File: config.mk
export PLATFORM = sky130hd
export DESIGN_NAME = raw_fifo_pkt_ctrl
export DESIGN_NICKNAME = d
export VERILOG_FILES = /design/src/rtl/udp_pkg.sv /design/src/rtl/raw_fifo_pkt_ctrl_if.sv /design/src/rtl/pkt_skid_buf.sv /design/src/rtl/raw_fifo_pkt_ctrl.sv
export SDC_FILE = /design/constraint.sdc
export NUM_CORES = 1
export LEC_CHECK = 0
export CORE_MARGIN = 4
export CORE_UTILIZATION = 36
export CTS_CLUSTER_SIZE = 10
export DETAILED_ROUTE_END_ITERATION = 8
export RECOVER_POWER = 25
export SLEW_MARGIN = 20
export SYNTH_ARGS = -nofsm -noshare
export SYNTH_HDL_FRONTEND = slang
export SYNTH_SLANG_ARGS = --single-unit
File: constraint.sdc
create_clock -name clk -period 3 [get_ports clk]
set_clock_uncertainty 0.05 [all_clocks]
set_input_delay 0.45 -clock clk [delete_from_list [all_inputs] [get_ports clk]]
set_output_delay 0.45 -clock clk [all_outputs]
set_load 0.01 [all_outputs]
File: src/rtl/udp_pkg.sv
// Shared definitions for the raw-FIFO packet controller: FSM encoding and
// the width of the packet length carried to the UDP transmitter.
package udp_pkg;

  localparam int LEN_W = 16;

  typedef enum logic [1:0] {
    ST_IDLE   = 2'd0,
    ST_REQ    = 2'd1,
    ST_STREAM = 2'd2
  } state_t;

endpackage

File: src/rtl/raw_fifo_pkt_ctrl_if.sv
// Byte stream bundle between the skid buffer and the transmitter side.
// Handshake: a byte transfers on a rising clock edge where valid and ready
// are both 1; once valid is raised, data/last/valid hold until that edge;
// ready may change freely and never depends on valid.
interface raw_fifo_pkt_ctrl_if;

  logic [7:0] data;
  logic       valid;
  logic       ready;
  logic       last;

  modport master (output data, output valid, output last, input ready);
  modport slave  (input data, input valid, input last, output ready);

endinterface

File: src/rtl/pkt_skid_buf.sv
// Two-entry output buffer. Entry 0 is always the head presented on the
// stream; entry 1 catches a byte whose read was already in flight when the
// consumer stalled. The writer guarantees it never pushes into a full buffer.
module pkt_skid_buf (
  input  logic               clk,
  input  logic               rst_n,
  input  logic               push,
  input  logic [7:0]         push_data,
  input  logic               push_last,
  output logic [1:0]         count,
  raw_fifo_pkt_ctrl_if.master tx
);

  logic [7:0] data0;
  logic [7:0] data1;
  logic       last0;
  logic       last1;
  logic       pop;

  assign tx.valid = (count != 2'd0);
  assign tx.data  = data0;
  assign tx.last  = last0 & tx.valid;
  assign pop      = tx.valid & tx.ready;

  // Shift-register storage: pops move entry 1 forward, pushes fill the first free slot.
  always_ff @(posedge clk or negedge rst_n) begin
    if (!rst_n) begin
      data0 <= '0;
      data1 <= '0;
      last0 <= 1'b0;
      last1 <= 1'b0;
      count <= 2'd0;
    end else begin
      case ({push, pop})
        2'b10: begin
          if (count == 2'd0) begin
            data0 <= push_data;
            last0 <= push_last;
          end else begin
            data1 <= push_data;
            last1 <= push_last;
          end
          count <= count + 2'd1;
        end
        2'b01: begin
          data0 <= data1;
          last0 <= last1;
          count <= count - 2'd1;
        end
        2'b11: begin
          if (count == 2'd1) begin
            data0 <= push_data;
            last0 <= push_last;
          end else begin
            data0 <= data1;
            last0 <= last1;
            data1 <= push_data;
            last1 <= push_last;
          end
        end
        default: ;
      endcase
    end
  end

endmodule

File: src/rtl/raw_fifo_pkt_ctrl.sv
// Packetiser between a non-showahead raw byte FIFO and a UDP transmitter.
// Waits for a full payload (or a flush request with residual bytes), asks
// the transmitter for a packet of that length, then streams exactly that
// many bytes from the FIFO through a two-entry skid buffer.
module raw_fifo_pkt_ctrl
  import udp_pkg::*;
#(
  parameter int ADDR_W      = 10,
  parameter int PAYLOAD_LEN = 512
) (
  input  logic              clk,
  input  logic              rst_n,
  input  logic [ADDR_W-1:0] fifo_usedw,
  input  logic              fifo_full,
  input  logic [7:0]        fifo_q,
  output logic              fifo_rdreq,
  input  logic              frame_end,
  output logic              pkt_req,
  output logic [LEN_W-1:0]  pkt_len,
  input  logic              pkt_ack,
  output logic [7:0]        tx_data,
  output logic              tx_valid,
  output logic              tx_last,
  input  logic              tx_ready,
  output logic              busy,
  output logic [1:0]        dbg_state
);

  localparam logic [31:0]      PAYLOAD_W = 32'(PAYLOAD_LEN);
  localparam logic [LEN_W-1:0] PAYLOAD_L = LEN_W'(PAYLOAD_LEN);

  state_t           state;
  logic [LEN_W-1:0] len;
  logic [LEN_W-1:0] reads_left;
  logic             flush_pend;
  logic             inflight;
  logic             inflight_last;
  logic [1:0]       buf_count;
  logic             pop;
  logic [2:0]       occ;
  logic [31:0]      usedw_ext;

  raw_fifo_pkt_ctrl_if tx_if ();

  assign tx_if.ready = tx_ready;
  assign tx_data     = tx_if.data;
  assign tx_valid    = tx_if.valid;
  assign tx_last     = tx_if.last;
  assign dbg_state   = state;
  assign usedw_ext   = 32'(fifo_usedw);

  // Occupancy counts the byte leaving this cycle as gone so a full-rate
  // stream keeps one read in flight while one byte sits in the buffer.
  assign pop        = tx_valid & tx_ready;
  assign occ        = {1'b0, buf_count} + {2'b00, inflight} - {2'b00, pop};
  assign fifo_rdreq = (state == ST_STREAM) && (reads_left != '0) && (occ < 3'd2);

  pkt_skid_buf u_skid (
    .clk       (clk),
    .rst_n     (rst_n),
    .push      (inflight),
    .push_data (fifo_q),
    .push_last (inflight_last),
    .count     (buf_count),
    .tx        (tx_if)
  );

  // FIFO data lands one cycle after the strobe; remember whether it was the final read.
  always_ff @(posedge clk or negedge rst_n) begin
    if (!rst_n) begin
      inflight      <= 1'b0;
      inflight_last <= 1'b0;
    end else begin
      inflight      <= fifo_rdreq;
      inflight_last <= fifo_rdreq && (reads_left == LEN_W'(1));
    end
  end

  // Packet FSM with registered request/length/busy outputs and sticky flush request.
  always_ff @(posedge clk or negedge rst_n) begin
    if (!rst_n) begin
      state      <= ST_IDLE;
      len        <= '0;
      reads_left <= '0;
      pkt_req    <= 1'b0;
      pkt_len    <= '0;
      busy       <= 1'b0;
      flush_pend <= 1'b0;
    end else begin
      case (state)
        ST_IDLE: begin
          if (fifo_full || (usedw_ext >= PAYLOAD_W)) begin
            len     <= PAYLOAD_L;
            pkt_len <= PAYLOAD_L;
            pkt_req <= 1'b1;
            busy    <= 1'b1;
            state   <= ST_REQ;
          end else if (flush_pend && (usedw_ext != 32'd0)) begin
            len        <= LEN_W'(fifo_usedw);
            pkt_len    <= LEN_W'(fifo_usedw);
            pkt_req    <= 1'b1;
            busy       <= 1'b1;
            flush_pend <= 1'b0;
            state      <= ST_REQ;
          end else if (flush_pend) begin
            flush_pend <= 1'b0;
          end
        end
        ST_REQ: begin
          if (pkt_ack) begin
            pkt_req    <= 1'b0;
            reads_left <= len;
            state      <= ST_STREAM;
          end
        end
        ST_STREAM: begin
          if (fifo_rdreq) begin
            reads_left <= reads_left - LEN_W'(1);
          end
          if (pop && tx_last) begin
            busy  <= 1'b0;
            state <= ST_IDLE;
          end
        end
        default: begin
          busy  <= 1'b0;
          state <= ST_IDLE;
        end
      endcase
      if (frame_end) begin
        flush_pend <= 1'b1;
      end
    end
  end

endmodule

# == Yosys cells after proc, flatten, opt, wreduce, memory -nomap -nowiden ==
# Cells that the tools add are included.
# totals
register_bits,59
in_bits,24
out_inout_bits,31
word_cells,96
# classes
addsub,5
n_lt_le_gt_ge,2
n_eq_ne,15
n_mux,32
bitwise_logic,3
reduce_logical,26
# ops
op,count
2-to-1 mux 16 bit,4
2-to-1 mux 8 bit,4
one-hot mux 16 bit (2 select lines),1
nonzero test 32 bit,1
one-hot mux 8 bit (3 select lines),1
"equality test 16 x 1 -> 1 bit, second input constant",1
one-hot mux 8 bit (2 select lines),1
nonzero test 16 bit,1
"subtractor 16 x 1 -> 16 bit, second input constant",1
AND reduction 3 bit,5
nonzero test 2 bit,7
2-to-1 mux 1 bit,11
">= comparator 10 bit, second input constant",1
"!= test 2 bit, second input constant",5
2-to-1 mux 2 bit,4
"equality test 2 x 1 -> 1 bit, second input constant",3
"equality test 2 bit, second input constant",3
one-hot mux 1 bit (3 select lines),2
one-hot mux 2 bit (3 select lines),1
AND reduction 2 bit,3
logical AND 1 bit,5
logical NOT 2 bit,2
"!= test 2 x 1 -> 1 bit, second input constant",2
one-hot mux 1 bit (2 select lines),2
11 further kinds,12

# == Longest topological paths before layout ==
# logic_depth
ltp_word,7
ltp_mapped,14
depth_no_buf,13

# == Cells and area by module ==
# Synthesis repeated with hierarchy kept, for this count alone.
# hier_totals
cells_unflattened,280
area_unflattened_um2,2881.5
# by_module_without_submodules
module,instances,cells_per_inst,area_each_um2,seq_area_each_um2
raw_fifo_pkt_ctrl,1,183,1810.5,825.8
pkt_skid_buf,1,97,1071.0,500.5

# == Worst setup path after synthesis ==
# Ideal clock, no wire load.
# synth_timing
path_type,register to output
from,register u_skid.count[1]
to,output fifo_rdreq
arrival_ns,2.185
required_time_ns,2.500
slack_ns,0.315
stages_incl_launch_ff,12
path_buffers,1
cell_sequence,dfrtp_1 inv_1 ha_1 inv_1 nand2_1 nor2_1 o21ai_0 fa_1 xnor2_1 and3_1 and2_1 buf_6
# synth_via
elab_chain_cells,5
word_cells_on_any_way,6
cone_classes,2 x add/sub; 1 x order compare; 1 x bitwise; 2 x reduce/logical
# synth_rtl
item,line,source
"start, declared",pkt_skid_buf.sv:10,"output logic [1:0] count,"
"start signal, assigned",pkt_skid_buf.sv:43,count <= count + 2'd1;
"start signal, assigned",pkt_skid_buf.sv:48,count <= count - 2'd1;
nonzero test 2 bit,pkt_skid_buf.sv:20,assign tx.valid = (count != 2'd0);
named net tx_valid,raw_fifo_pkt_ctrl.sv:22,"output logic tx_valid,"
AND 1 bit,raw_fifo_pkt_ctrl.sv:54,assign pop = tx_valid & tx_ready;
subtractor 3 x 1 -> 3 bit,raw_fifo_pkt_ctrl.sv:55,"assign occ = {1'b0, buf_count} + {2'b00, inflight} - {2'b00, pop};"
less-than comparator 3 x 2 -> 1 bit,raw_fifo_pkt_ctrl.sv:56,assign fifo_rdreq = (state == ST_STREAM) && (reads_left != '0) && (occ < 3'd2);
logical AND 1 bit,raw_fifo_pkt_ctrl.sv:56,
"end, declared",raw_fifo_pkt_ctrl.sv:16,"output logic fifo_rdreq,"
# The timed path passes the listed nets, and every way through them passes these cells.

# == Final worst setup path ==
# layout_timing
from,register u_skid.count[0]
to,output fifo_rdreq
# layout_via
elab_chain_cells,5
word_cells_on_any_way,6
cone_classes,2 x add/sub; 1 x order compare; 1 x bitwise; 2 x reduce/logical
# layout_rtl
item,line
branches (longest 2 deep; another with adder 2 x 1 -> 3 bit),n/a
subtractor 3 x 1 -> 3 bit (*),raw_fifo_pkt_ctrl.sv:55
less-than comparator 3 x 2 -> 1 bit (*),raw_fifo_pkt_ctrl.sv:56
logical AND 1 bit (*),raw_fifo_pkt_ctrl.sv:56
# Every way passes the cells marked *.

==> impl_metrics.py <==
metrics = {
    "yosys": {
        "dominantRegCellSynth": "dfrtp_1",
        "synthCells": 262,
        "synth.distinct_cells": 56,
        "synth_seq_area_share_pct": 49.2,
        "ys_ff_latch": 53,
        "syn_area_um2": 2700,
        "yosys_warnings": 0,
        "synth-edff-count": 0,
        "synthArstFlopShare_pct": 100,
        "synth.avg_cell_area_um2": 10.3,
    },
    "die": {
        "die_w_um": 94.5,
        "core_um2": 7250,
        "rows": 31,
        "fp.dieH_um": 94.5,
        "die_area_um2": 8940,
        "start_util_pct": 37.2,
        "io_pins": 55,
    },
    "worst_setup_path": {
        "start_kind": "flop",
        "critPathRequiredTime_ns": 2.50,
        "worstSetupEndpointType": "output pin",
        "crit_path_start": "u_skid.count[0]",
        "path_class": "reg2out",
        "reg2reg_slack_ns": 0.49,
        "worstPathArrival_ns": 2.30,
        "worstPathMaxFanout": 3,
        "reg2reg_from": "u_skid.count[0]",
    },
    "timing": {
        "holdWs_ns": 0.386,
        "worst_pin_slew_ns": 1.37,
        "fmaxAchievable_mhz": 357,
        "final-hold-violation-count": 0,
        "setup_violations": 0,
        "grt_setup_unrepaired": "no",
        "finalCritPeriodShare_pct": 93.3,
        "fin_crit_ns": 2.80,
        "tns_ns": 0,
        "drv_slew": 0,
        "slew_headroom_pct": 8.73,
        "setup_slack_ns": 0.202,
    },
    "global_route": {
        "gr-total-overflow": 0,
        "grt_pass1_vias": 2142,
        "grt.total_usage_pct": 14.5,
        "antenna_found_initial": 0,
        "grt_max_degree": 26,
        "grt_pass1_wl_mm": 10.3,
    },
    "routing": {
        "first_pass_iters": 4,
        "drc_errors": 0,
        "wl_mm": 5.96,
        "drtIter0Drc": 152,
        "ant_nets": 0,
        "num_vias": 2149,
        "viasPerCell": 5.08,
        "post_drt_wl_per_cell_um": 14.1,
    },
    "clock_network": {
        "cts_buffer_depth": 2,
        "cts_tree": "done",
        "clock_latency_ns": 0.31,
        "h-tree-depth": 2,
        "clk_pin_slew_ns": 0.10,
        "clock-sinks": 53,
        "cts_root_buf": "clkbuf_8",
        "numCtsBuffers": 5,
    },
    "placed_design": {
        "hpwlAfterDp_mm": 4.40,
        "place.gp.congestion": 0.741,
        "dp_slack_ns": -0.354,
        "place_inst": 414,
        "port_buffers": 48,
    },
    "cells_and_area": {
        "n_antenna_cell": 0,
        "fin_nets": 355,
        "synthToLayoutAreaGrowth_pct": 29.0,
        "layout-drive-gt1-share_pct": 16.0,
        "fill_cells": 702,
        "final_cell_mix": "53 x dfrtp_1, 46 x clkdlybuf4s50_1, 29 x nand2_1",
        "multi_input_area_um2": 1290,
        "regArea_um2": 1330,
        "layout.cells.most_common": "dfrtp_1",
        "layout.cells.non_filler": 423,
    },
    "flow_run": {
        "drv_cap": 0,
    },
    "pwr": {
        "power_density_nw_per_um2": 948,
        "peakVddDrop_uv": 454,
        "p_leak_nw": 1.51,
        "power_w": 0.00330,
    },
    "min_path": {
        "min-delay-path-class": "in2async",
    },
    "status": {
        "status": "finished clean",
    },
}
## report_power, final
part	internal [W]	switching [W]	leakage, nW
Sequential	0.000977	0.000253	0.679
Combinational	0.000810	0.000766	0.771
Clock	0.000250	0.000239	0.0585
## metrics by stage
step / area (um^2) / utilization [%]
after global placement: 3340 / 46.0
after global routing: 3480 / 47.9
final: 3480 / 47.9
after floorplan: 2720 / -
after CTS: 3460 / 47.8
after detailed placement: 3340 / 46.0
## layer usage
metal  up-vias  GRT usage (%)  wire, um
met2        46           23.0      2850
met5         -              0         0
met4         0           4.09        60
met3         5           3.11       236
li1       1060              -         -
met1      1038           20.1      2810
## timing repair
action / CTS / global route
endpoints found under the setup margin: 1 / 1
cloned: 0 / 0
pin swaps: 2 / 4
setup buffers: 1 / 0
resized for setup: 6 / 10
hold buffers: 0 / 0
## state kept, by name, indices dropped and copies added (netlist names), 2 cells and up
register and count:
dbg_state 2, len 10, reads_left 16, u_skid.count 2, u_skid.data1 8, u_skid.tx.data 8
## area by class of cell
type	instances	share of cell area [%]
Sequential cell	53	38.1
Multi-Input combinational cell	189	37.1
Timing Repair Buffer	64	16.8
Tap cell	99	3.56
Clock buffer	5	1.98
Clock inverter	3	1.26
Inverter	10	1.08
## cells in the mapped netlist (2+ instances only)
library cell	n	area, um^2
nand2b_1	2	12.5
nand2_1	30	113
and3_1	4	25.0
inv_1	10	37.5
ha_1	7	87.6
nor4_1	2	12.5
o21a_1	2	15.0
a21oi_1	5	25.0
nor2_1	17	63.8
a31oi_1	3	18.8
buf_2	4	20.0
and3b_1	2	17.5
mux2i_1	2	20.0
buf_4	6	45.0
dfrtp_1	53	1330
a22oi_1	12	90.1
nand3_1	7	35.0
o21ai_0	17	85.1
a22o_1	9	78.8
nand3b_1	2	15.0
o21ai_1	3	15.0
clkbuf_1	3	11.3
xor2_1	4	35.0
mux2_2	9	101
o32ai_1	2	17.5
xnor2_1	3	26.3
o22ai_1	3	18.8
and4_1	2	17.5
nor3_1	6	30.0
nand4_1	4	25.0
and2_1	2	12.5
## final timing paths
check,cells after the start,end
max in group asynchronous,2,len[5]
min in group clk,2,u_skid.tx.data[6]
max,11,fifo_rdreq
min,1,len[3]
max reg2reg,14,reads_left[7]
min reg2reg,2,u_skid.tx.data[6]
## cell families (layout without fill, tap and decap cells)
family                     count (synthesis)  count (layout)  synth area share [%]
adders and majority gates                  8               8                  3.99
AOI/OAI and AO/OA                         65              65                  16.4
DFF                                       53              53                  49.2
other                                      1               6                 0.139
and+or+nand+nor                           92              92                  18.7
buffers and inverters                     25              82                  4.78
muxes                                     11              11                  4.50
xor gates and xnor gates                   7               7                  2.27
## critical path: stages (launching register included)
cell	delay [ns]
dfrtp_1	0.40
inv_2	0.06
ha_2	0.16
inv_1	0.05
nand2_2	0.08
inv_1	0.06
nor2_2	0.11
o21ai_2	0.07
fa_2	0.55
and3_4	0.18
and2_4	0.14
buf_2	0.12
Power figures use the tool's default switching activity.
